## src/rtl/rf_write_queue.sv

```systemverilog
// ---------------------------------------------------------------------------
// rf_write_queue
//   Write-side feeder for the 32x32 register file. Collects writebacks from a
//   primary (WB stage) and a secondary (multi-cycle unit) producer into a small
//   in-order queue and issues at most one registered write per cycle. Also
//   reports pending-write hazards for two ID-stage source registers.
//
//   Optional feature macro: RF_WRITE_QUEUE_FWD_EN (adds fwd1_data/fwd2_data).
//
// Ports:
//   clk, rst                 clock, asynchronous active-high reset
//   pri_valid/reg/data/ready primary write request handshake
//   sec_valid/reg/data/ready secondary write request handshake
//   RegWrite/WriteReg/WriteData registered register-file write port
//   chk_reg1/chk_reg2        ID-stage source registers to check
//   pend1/pend2              a write to chk_regN is queued or issuing
//   q_count/full/empty       queue occupancy status
//   fwd1_data/fwd2_data      youngest pending value for chk_regN (FWD_EN only)
// ---------------------------------------------------------------------------
module rf_write_queue #(
   parameter int unsigned DEPTH  = 4,
   parameter int unsigned DATA_W = 32,
   parameter int unsigned ADDR_W = 5
) (
   input  logic                      clk,
   input  logic                      rst,
   input  logic                      pri_valid,
   input  logic [ADDR_W-1:0]         pri_reg,
   input  logic [DATA_W-1:0]         pri_data,
   output logic                      pri_ready,
   input  logic                      sec_valid,
   input  logic [ADDR_W-1:0]         sec_reg,
   input  logic [DATA_W-1:0]         sec_data,
   output logic                      sec_ready,
   output logic                      RegWrite,
   output logic [ADDR_W-1:0]         WriteReg,
   output logic [DATA_W-1:0]         WriteData,
   input  logic [ADDR_W-1:0]         chk_reg1,
   input  logic [ADDR_W-1:0]         chk_reg2,
   output logic                      pend1,
   output logic                      pend2,
   output logic [$clog2(DEPTH):0]    q_count,
   output logic                      full,
   output logic                      empty
`ifdef RF_WRITE_QUEUE_FWD_EN
   ,
   output logic [DATA_W-1:0]         fwd1_data,
   output logic [DATA_W-1:0]         fwd2_data
`endif
);

   localparam int unsigned PTR_W = $clog2(DEPTH);
   localparam int unsigned CNT_W = PTR_W + 1;

   logic [ADDR_W-1:0] r_reg  [DEPTH];
   logic [DATA_W-1:0] r_data [DEPTH];
   logic [PTR_W-1:0]  r_head;
   logic [PTR_W-1:0]  r_tail;
   logic [CNT_W-1:0]  r_count;
   logic              r_regwrite;
   logic [ADDR_W-1:0] r_writereg;
   logic [DATA_W-1:0] r_writedata;

   logic              w_pop;
   logic [CNT_W-1:0]  w_free;
   logic              w_pri_enq;
   logic              w_sec_enq;
   logic [PTR_W-1:0]  w_sec_idx;
   logic [CNT_W-1:0]  w_enq_cnt;
   logic [PTR_W-1:0]  w_idx;
   logic              w_pend1;
   logic              w_pend2;
`ifdef RF_WRITE_QUEUE_FWD_EN
   logic [DATA_W-1:0] w_fwd1;
   logic [DATA_W-1:0] w_fwd2;
`endif

   // The head is always drained, so a pop frees a slot in the same cycle.
   assign w_pop     = (r_count != '0);
   assign w_free    = CNT_W'(DEPTH) - r_count + CNT_W'(w_pop);
   assign pri_ready = (w_free != '0);
   assign sec_ready = pri_valid ? (w_free >= CNT_W'(2)) : (w_free != '0);

   // Register 0 completes the handshake but is dropped.
   assign w_pri_enq = pri_valid && pri_ready && (pri_reg != '0);
   assign w_sec_enq = sec_valid && sec_ready && (sec_reg != '0);
   assign w_sec_idx = r_tail + PTR_W'(w_pri_enq);
   assign w_enq_cnt = CNT_W'(w_pri_enq) + CNT_W'(w_sec_enq);

   always_ff @(posedge clk or posedge rst) begin
      if (rst) begin
         for (int unsigned i = 0; i < DEPTH; i++) begin
            r_reg[i]  <= '0;
            r_data[i] <= '0;
         end
         r_head      <= '0;
         r_tail      <= '0;
         r_count     <= '0;
         r_regwrite  <= 1'b0;
         r_writereg  <= '0;
         r_writedata <= '0;
      end else begin
         if (w_pri_enq) begin
            r_reg[r_tail]  <= pri_reg;
            r_data[r_tail] <= pri_data;
         end
         if (w_sec_enq) begin
            r_reg[w_sec_idx]  <= sec_reg;
            r_data[w_sec_idx] <= sec_data;
         end
         r_tail  <= r_tail + PTR_W'(w_enq_cnt);
         r_count <= r_count + w_enq_cnt - CNT_W'(w_pop);
         if (w_pop) begin
            r_regwrite  <= 1'b1;
            r_writereg  <= r_reg[r_head];
            r_writedata <= r_data[r_head];
            r_head      <= r_head + PTR_W'(1);
         end else begin
            r_regwrite  <= 1'b0;
         end
      end
   end

   // Hazard search over the issue register and the live queue entries, walked
   // oldest-first so the last match seen is the youngest pending value.
   always_comb begin
      w_idx   = '0;
      w_pend1 = r_regwrite && (r_writereg == chk_reg1);
      w_pend2 = r_regwrite && (r_writereg == chk_reg2);
`ifdef RF_WRITE_QUEUE_FWD_EN
      w_fwd1  = r_writedata;
      w_fwd2  = r_writedata;
`endif
      for (int unsigned k = 0; k < DEPTH; k++) begin
         w_idx = r_head + PTR_W'(k);
         if (CNT_W'(k) < r_count) begin
            if (r_reg[w_idx] == chk_reg1) begin
               w_pend1 = 1'b1;
`ifdef RF_WRITE_QUEUE_FWD_EN
               w_fwd1  = r_data[w_idx];
`endif
            end
            if (r_reg[w_idx] == chk_reg2) begin
               w_pend2 = 1'b1;
`ifdef RF_WRITE_QUEUE_FWD_EN
               w_fwd2  = r_data[w_idx];
`endif
            end
         end
      end
   end

   assign pend1 = w_pend1 && (chk_reg1 != '0);
   assign pend2 = w_pend2 && (chk_reg2 != '0);
`ifdef RF_WRITE_QUEUE_FWD_EN
   assign fwd1_data = pend1 ? w_fwd1 : '0;
   assign fwd2_data = pend2 ? w_fwd2 : '0;
`endif

   assign RegWrite  = r_regwrite;
   assign WriteReg  = r_writereg;
   assign WriteData = r_writedata;
   assign q_count   = r_count;
   assign full      = (r_count == CNT_W'(DEPTH));
   assign empty     = (r_count == '0);

endmodule

```

## config.mk

```make
export PLATFORM = sky130hd
export DESIGN_NAME = rf_write_queue
export DESIGN_NICKNAME = d
export VERILOG_FILES = /design/src/rtl/rf_write_queue.sv
export SDC_FILE = /design/constraint.sdc
export NUM_CORES = 1
export LEC_CHECK = 0
export ABC_AREA = 1
export BUFFER_PORTS_ARGS = -buffer_cell sky130_fd_sc_hd__buf_2
export CELL_PAD_IN_SITES_DETAIL_PLACEMENT = 1
export CELL_PAD_IN_SITES_GLOBAL_PLACEMENT = 1
export CORE_ASPECT_RATIO = 0.9
export CORE_UTILIZATION = 46
export CTS_CLUSTER_DIAMETER = 120
export CTS_CLUSTER_SIZE = 10
export DETAILED_ROUTE_END_ITERATION = 8
export HOLD_SLACK_MARGIN = 0.02
export PLACE_DENSITY = 0.88
export SYNTH_ARGS = -nofsm -noshare
export SYNTH_HDL_FRONTEND = slang
export SYNTH_SLANG_ARGS = --single-unit
export TNS_END_PERCENT = 5
```

## constraint.sdc

```tcl
create_clock -name clk -period 21.1 [get_ports clk]
set_clock_uncertainty 0.2 [all_clocks]
set_input_delay 5.275 -clock clk [delete_from_list [all_inputs] [get_ports clk]]
set_output_delay 5.275 -clock clk [all_outputs]
set_load 0.05 [all_outputs]
```

# Yosys cells after proc, flatten, opt, wreduce, memory -nomap -nowiden
# Cells that the tools add are included.
# Widths: inputs -> output; s select.
# totals
ff_bits,193
latch_bits,0
ram_bits,0
mem_bits_ro,0
inputBits,88
output_inout_bits,47
mem_count,0
# classes
n_addsub,10
n_mul,0
div_mod_pow,0
n_lt_le_gt_ge,13
eq_ne,11
shifts,0
muxes,49
bitwise_logic,6
n_reduce_logical,17
# ops
op,n
$bwmux 128,2
$mux 128,2
$demux 32 s2,2
$mux 32,4
$bmux 32 s2,1
$eq 5x5->1,10
$mux 5,10
$bmux 5 s2,4
$bwmux 20,2
$mux 20,2
$demux 5 s2,2
$reduce_bool 5->1,4
$ge 3x3->1 const B,6
$mux 1,18
$not 2->3,6
$logic_and 1x1->1,10
$lt 1x3->1 const A,2
$lt 2x3->1 const A,2
$lt 3x1->1 const B,2
$reduce_bool 3->1,2
$add 2x2->2 const B,2
$add 3x1->3,1
$add 3x2->3,1
$eq 3x3->1 const B,1
other kinds (8),8

# Depth between registers and ports, before layout
# logic_depth
word_depth,14
mapped_depth,15

# Worst setup path after synthesis
# OpenSTA, ideal clock, no wires.
# synth_path
path_type,input to output
startpoint,input port chk_reg2[1]
endpoint,output port pend2
t_arrival_ns,6.639
required_ns,15.625
path_slack_ns,8.986
path_stages,9
path_cell_list,clkbuf_1 > inv_1 > nand3_1 > nand2_1 > nor2_1 > nand3_1 > nand3_1 > nor2_1 > nor2_1
# synth_via
elab_chain_len,11
word_cells_on_any_way,16
# synth_lines
item,line_no,source
"start, declared",39,"input logic [ADDR_W-1:0] chk_reg2,"
$eq 5x5->1,129,w_pend2 = r_regwrite && (r_writereg == chk_reg2);
$logic_and 1x1->1,129,
$mux 1,143,if (r_reg[w_idx] == chk_reg2) begin
$mux 1,136,if (CNT_W'(k) < r_count) begin
$mux 1,143,
$mux 1,136,
$mux 1,143,
$mux 1,136,
$mux 1,143,
$mux 1,136,
$logic_and 1x1->1 *,154,assign pend2 = w_pend2 && (chk_reg2 != '0);
"end, declared",41,"output logic pend2,"
# Every way passes the cells marked *; elsewhere a longest branch is shown, timed or not.

# Worst setup path after layout
# layout_path
startpoint,input port chk_reg2[0]
endpoint,output port pend2
# The elaborated chain is that of the path after synthesis.

==> flow_metrics.py <==
metrics = {
    "yosys": {
        "syn_area_per_cell_sq_um": 6.87,
        "synthMuxAreaShare_pct": 0,
        "synth_fa_ha_area_share_pct": 0.832,
        "synth-compound-area-share_pct": 17.0,
        "synthSimpleGateAreaFrac_pct": 27.1,
        "synthesis.area_sq_mm": 0.0114,
        "synth_top_family_by_area": "simple AND/OR/NAND/NOR gates",
        "synth_seq_cells": 193,
        "yosysUniqueCellTypes": 34,
        "syn_nets": 1760,
        "synthXorXnorAreaFrac_pct": 0.689,
        "ys_seq_area_share_pct": 42.2,
        "netlist_instances": 1665,
        "ys_warn_count": 0,
    },
    "worst_hold_path": {
        "min_path_type": "reg -> reg",
    },
    "place": {
        "gp_congestion": 0.855,
        "port_buffers": 134,
        "dp.cells": 2026,
        "pre_cts_ws_ps": 9110,
        "dp_hpwl_um": 24500,
        "place_area_sq_mm": 0.0121,
    },
    "floorplan": {
        "ios": 135,
        "die_y_um": 152,
        "coreArea_sq_mm": 0.0243,
        "dieArea_sq_mm": 0.0255,
        "initial_core_util_pct": 47.0,
        "die-width_um": 168,
        "fp-row-count": 54,
    },
    "drt": {
        "wirelength_um": 38300,
        "drc": 0,
        "num_vias": 11600,
        "vias_per_cell": 5.62,
        "first_iter_violations": 771,
        "wl_per_cell_um": 18.6,
        "first_pass_iters": 5,
        "ant_nets": 0,
    },
    "power": {
        "p_leak_nw": 6.89,
        "p_per_area_mw_per_mm2": 193,
        "max-vdd-ir-drop_uv": 121,
    },
    "run_status": {
        "status": "finished clean",
    },
    "cts": {
        "clockBufferDepth": 2,
        "clkSinkCount": 193,
        "cts_buffers": 17,
        "htree_levels": 4,
        "cts_tree": "yes",
        "holdBufCountCts": 0,
        "clkTransAtPathRegs_ps": 80,
        "clk_latency_ps": 450,
        "post_cts_buffers": 0,
        "ctsRootBufferMaster": "clkbuf_16",
        "cts.repair.resized": 0,
    },
    "finish": {
        "fillCellCount": 3262,
        "final_layout_size_suffix_gt1_share_pct": 11.4,
        "design_area_sq_mm": 0.0127,
        "areaGrowthSynthToFinish_pct": 11.2,
        "nets": 1832,
        "largest_register_ffs": 128,
        "fin_cells": 2061,
    },
    "grt": {
        "grt_first_pass_wirelength_um": 62000,
        "overflow": 0,
        "grt_pass1_vias": 11900,
        "grt_max_degree": 123,
        "track_usage_pct": 31.0,
        "antenna_found_initial": 5,
    },
    "sta": {
        "finalHoldViolCount": 0,
        "worst_slew_pin_slew_ps": 1070,
        "max_freq_mhz": 83.0,
        "rsz0062_at_grt": "false",
        "setup_slack_ps": 9050,
        "hold_ws_ps": 276,
        "fin_crit_sh_pct": 57.1,
        "setup_viol": 0,
        "finalSetupTns_ps": 0,
        "period_needed_ps": 12050,
        "slew_violations": 0,
        "max_slew_margin_pct": 28.7,
    },
    "critical_path": {
        "cp.buffers_inverters": 3,
        "path_cells": "buf_2 -> inv_1 -> o22ai_1 -> a21oi_1 -> nand3_1 -> nand3_1 -> nor2_1 -> nor2_1 -> buf_2",
        "reg2reg_setup_slack_ps": 16820,
        "path_class": "in -> out",
        "crit_fanout": 6,
        "crit_path_start_kind": "input pin",
        "crit_slowest_cell": "buf_2",
        "max_stage_delay_ps": 280,
        "crit_family": "buffers and inverters",
        "end_kind": "primary output",
        "required_ps": 15620,
        "cp.arrival_ps": 6570,
    },
    "job": {
        "maxCapViolCount": 0,
    },
}
stage by stage:
step | utilization, % | power (mW)
after floorplan | - | 1.73
after global placement | 49.8 | 2.01
after detailed placement | 49.8 | 2.09
after CTS | 52.2 | 2.45
after global routing | 52.2 | 2.65
final | 52.2 | 2.45
cells by family (layout without fill, tap and decap cells):
logic type	after synthesis	count (layout)
buffers and inverters	320	404
other	1	5
adders and majority gates	7	7
AOI/OAI and AO/OA	360	360
DFF	193	193
xor gates and xnor gates	9	9
and+or+nand+nor	775	775
final cells by class:
type,instances,area (sq um),share of cell area (%)
Sequential cell,193,4830,38.0
Antenna cell,4,10.0,0.0788
Clock buffer,18,439,3.46
Timing Repair Buffer,149,783,6.16
Tap cell,308,385,3.03
Clock inverter,13,145,1.14
Multi-Input combinational cell,1152,5270,41.4
Inverter,224,848,6.68
final timing paths:
kind,from,endpoint,depth (start not counted)
min in group asynchronous,rst,r_data[37],2
hold reg to reg,WriteData[3],WriteData[3],2
setup reg to reg,r_head[0],WriteData[8],6
setup / recovery,chk_reg2[0],pend2,9
hold / removal,WriteData[3],WriteData[3],2
max in group asynchronous,rst,WriteData[30],3
per-layer routing:
metal | up-vias | global-route usage, % | share of wire [%]
li1 | 5417 | - | -
met4 | 2 | 8.82 | 1.6
met3 | 55 | 5.25 | 4.8
met2 | 298 | 54.2 | 50
met1 | 5810 | 39.6 | 44
met5 | - | 0 | 0.042
cells in the final DEF (no fill, tap or decap), types with 2 or more instances in the layout:
cell / count
clkinv_4: 2
a21oi_1: 132
clkinvlp_4: 2
xnor2_1: 4
dfrtp_1: 193
o21ai_1: 20
nand2_1: 475
nor2_1: 181
a31oi_1: 13
ha_1: 6
o21ai_0: 142
nand3_1: 79
diode_2: 4
o211ai_1: 20
nand3_2: 8
a22oi_1: 26
nand4_1: 20
inv_2: 2
buf_2: 134
inv_8: 3
o22ai_1: 4
nor3_1: 6
xor2_1: 5
inv_6: 5
clkinv_1: 7
clkbuf_16: 17
a21oi_2: 2
buf_4: 15
inv_1: 214
cell usage after synthesis (all sizes together):
| master | number | area (sq um) |
|---|---|---|
| ha | 6 | 75.1 |
| clkinv | 3 | 11.3 |
| a21oi | 134 | 678 |
| buf | 55 | 379 |
| conb | 1 | 3.75 |
| nand2 | 477 | 1800 |
| xor2 | 5 | 43.8 |
| o21ai | 163 | 820 |
| a31oi | 13 | 81.3 |
| o211ai | 20 | 150 |
| nor2 | 183 | 689 |
| dfrtp | 193 | 4830 |
| a22oi | 26 | 195 |
| nand3 | 87 | 435 |
| nor3 | 6 | 30.0 |
| nand4 | 20 | 125 |
| inv | 221 | 830 |
| clkbuf | 41 | 164 |
| and2 | 1 | 6.26 |
| xnor2 | 4 | 35.0 |
| or2 | 1 | 6.26 |
| fa | 1 | 20.0 |
| o22ai | 4 | 25.0 |
worst register-to-register path, stage by stage, from the launching register on:
cell and delay (ps):
dfrtp_1 1050, clkinv_1 1010, nand2_1 330, clkinv_1 650, buf_4 490, a22oi_1 270, a31oi_1 130
power breakdown:
group	total [mW]	switching [mW]	internal (mW)
sequential	0.714	0.138	0.577
clock	0.334	0.164	0.171
combinational	1.40	0.980	0.417
total	2.45	1.28	1.16
Note: power is estimated with default switching activity, not from simulation.
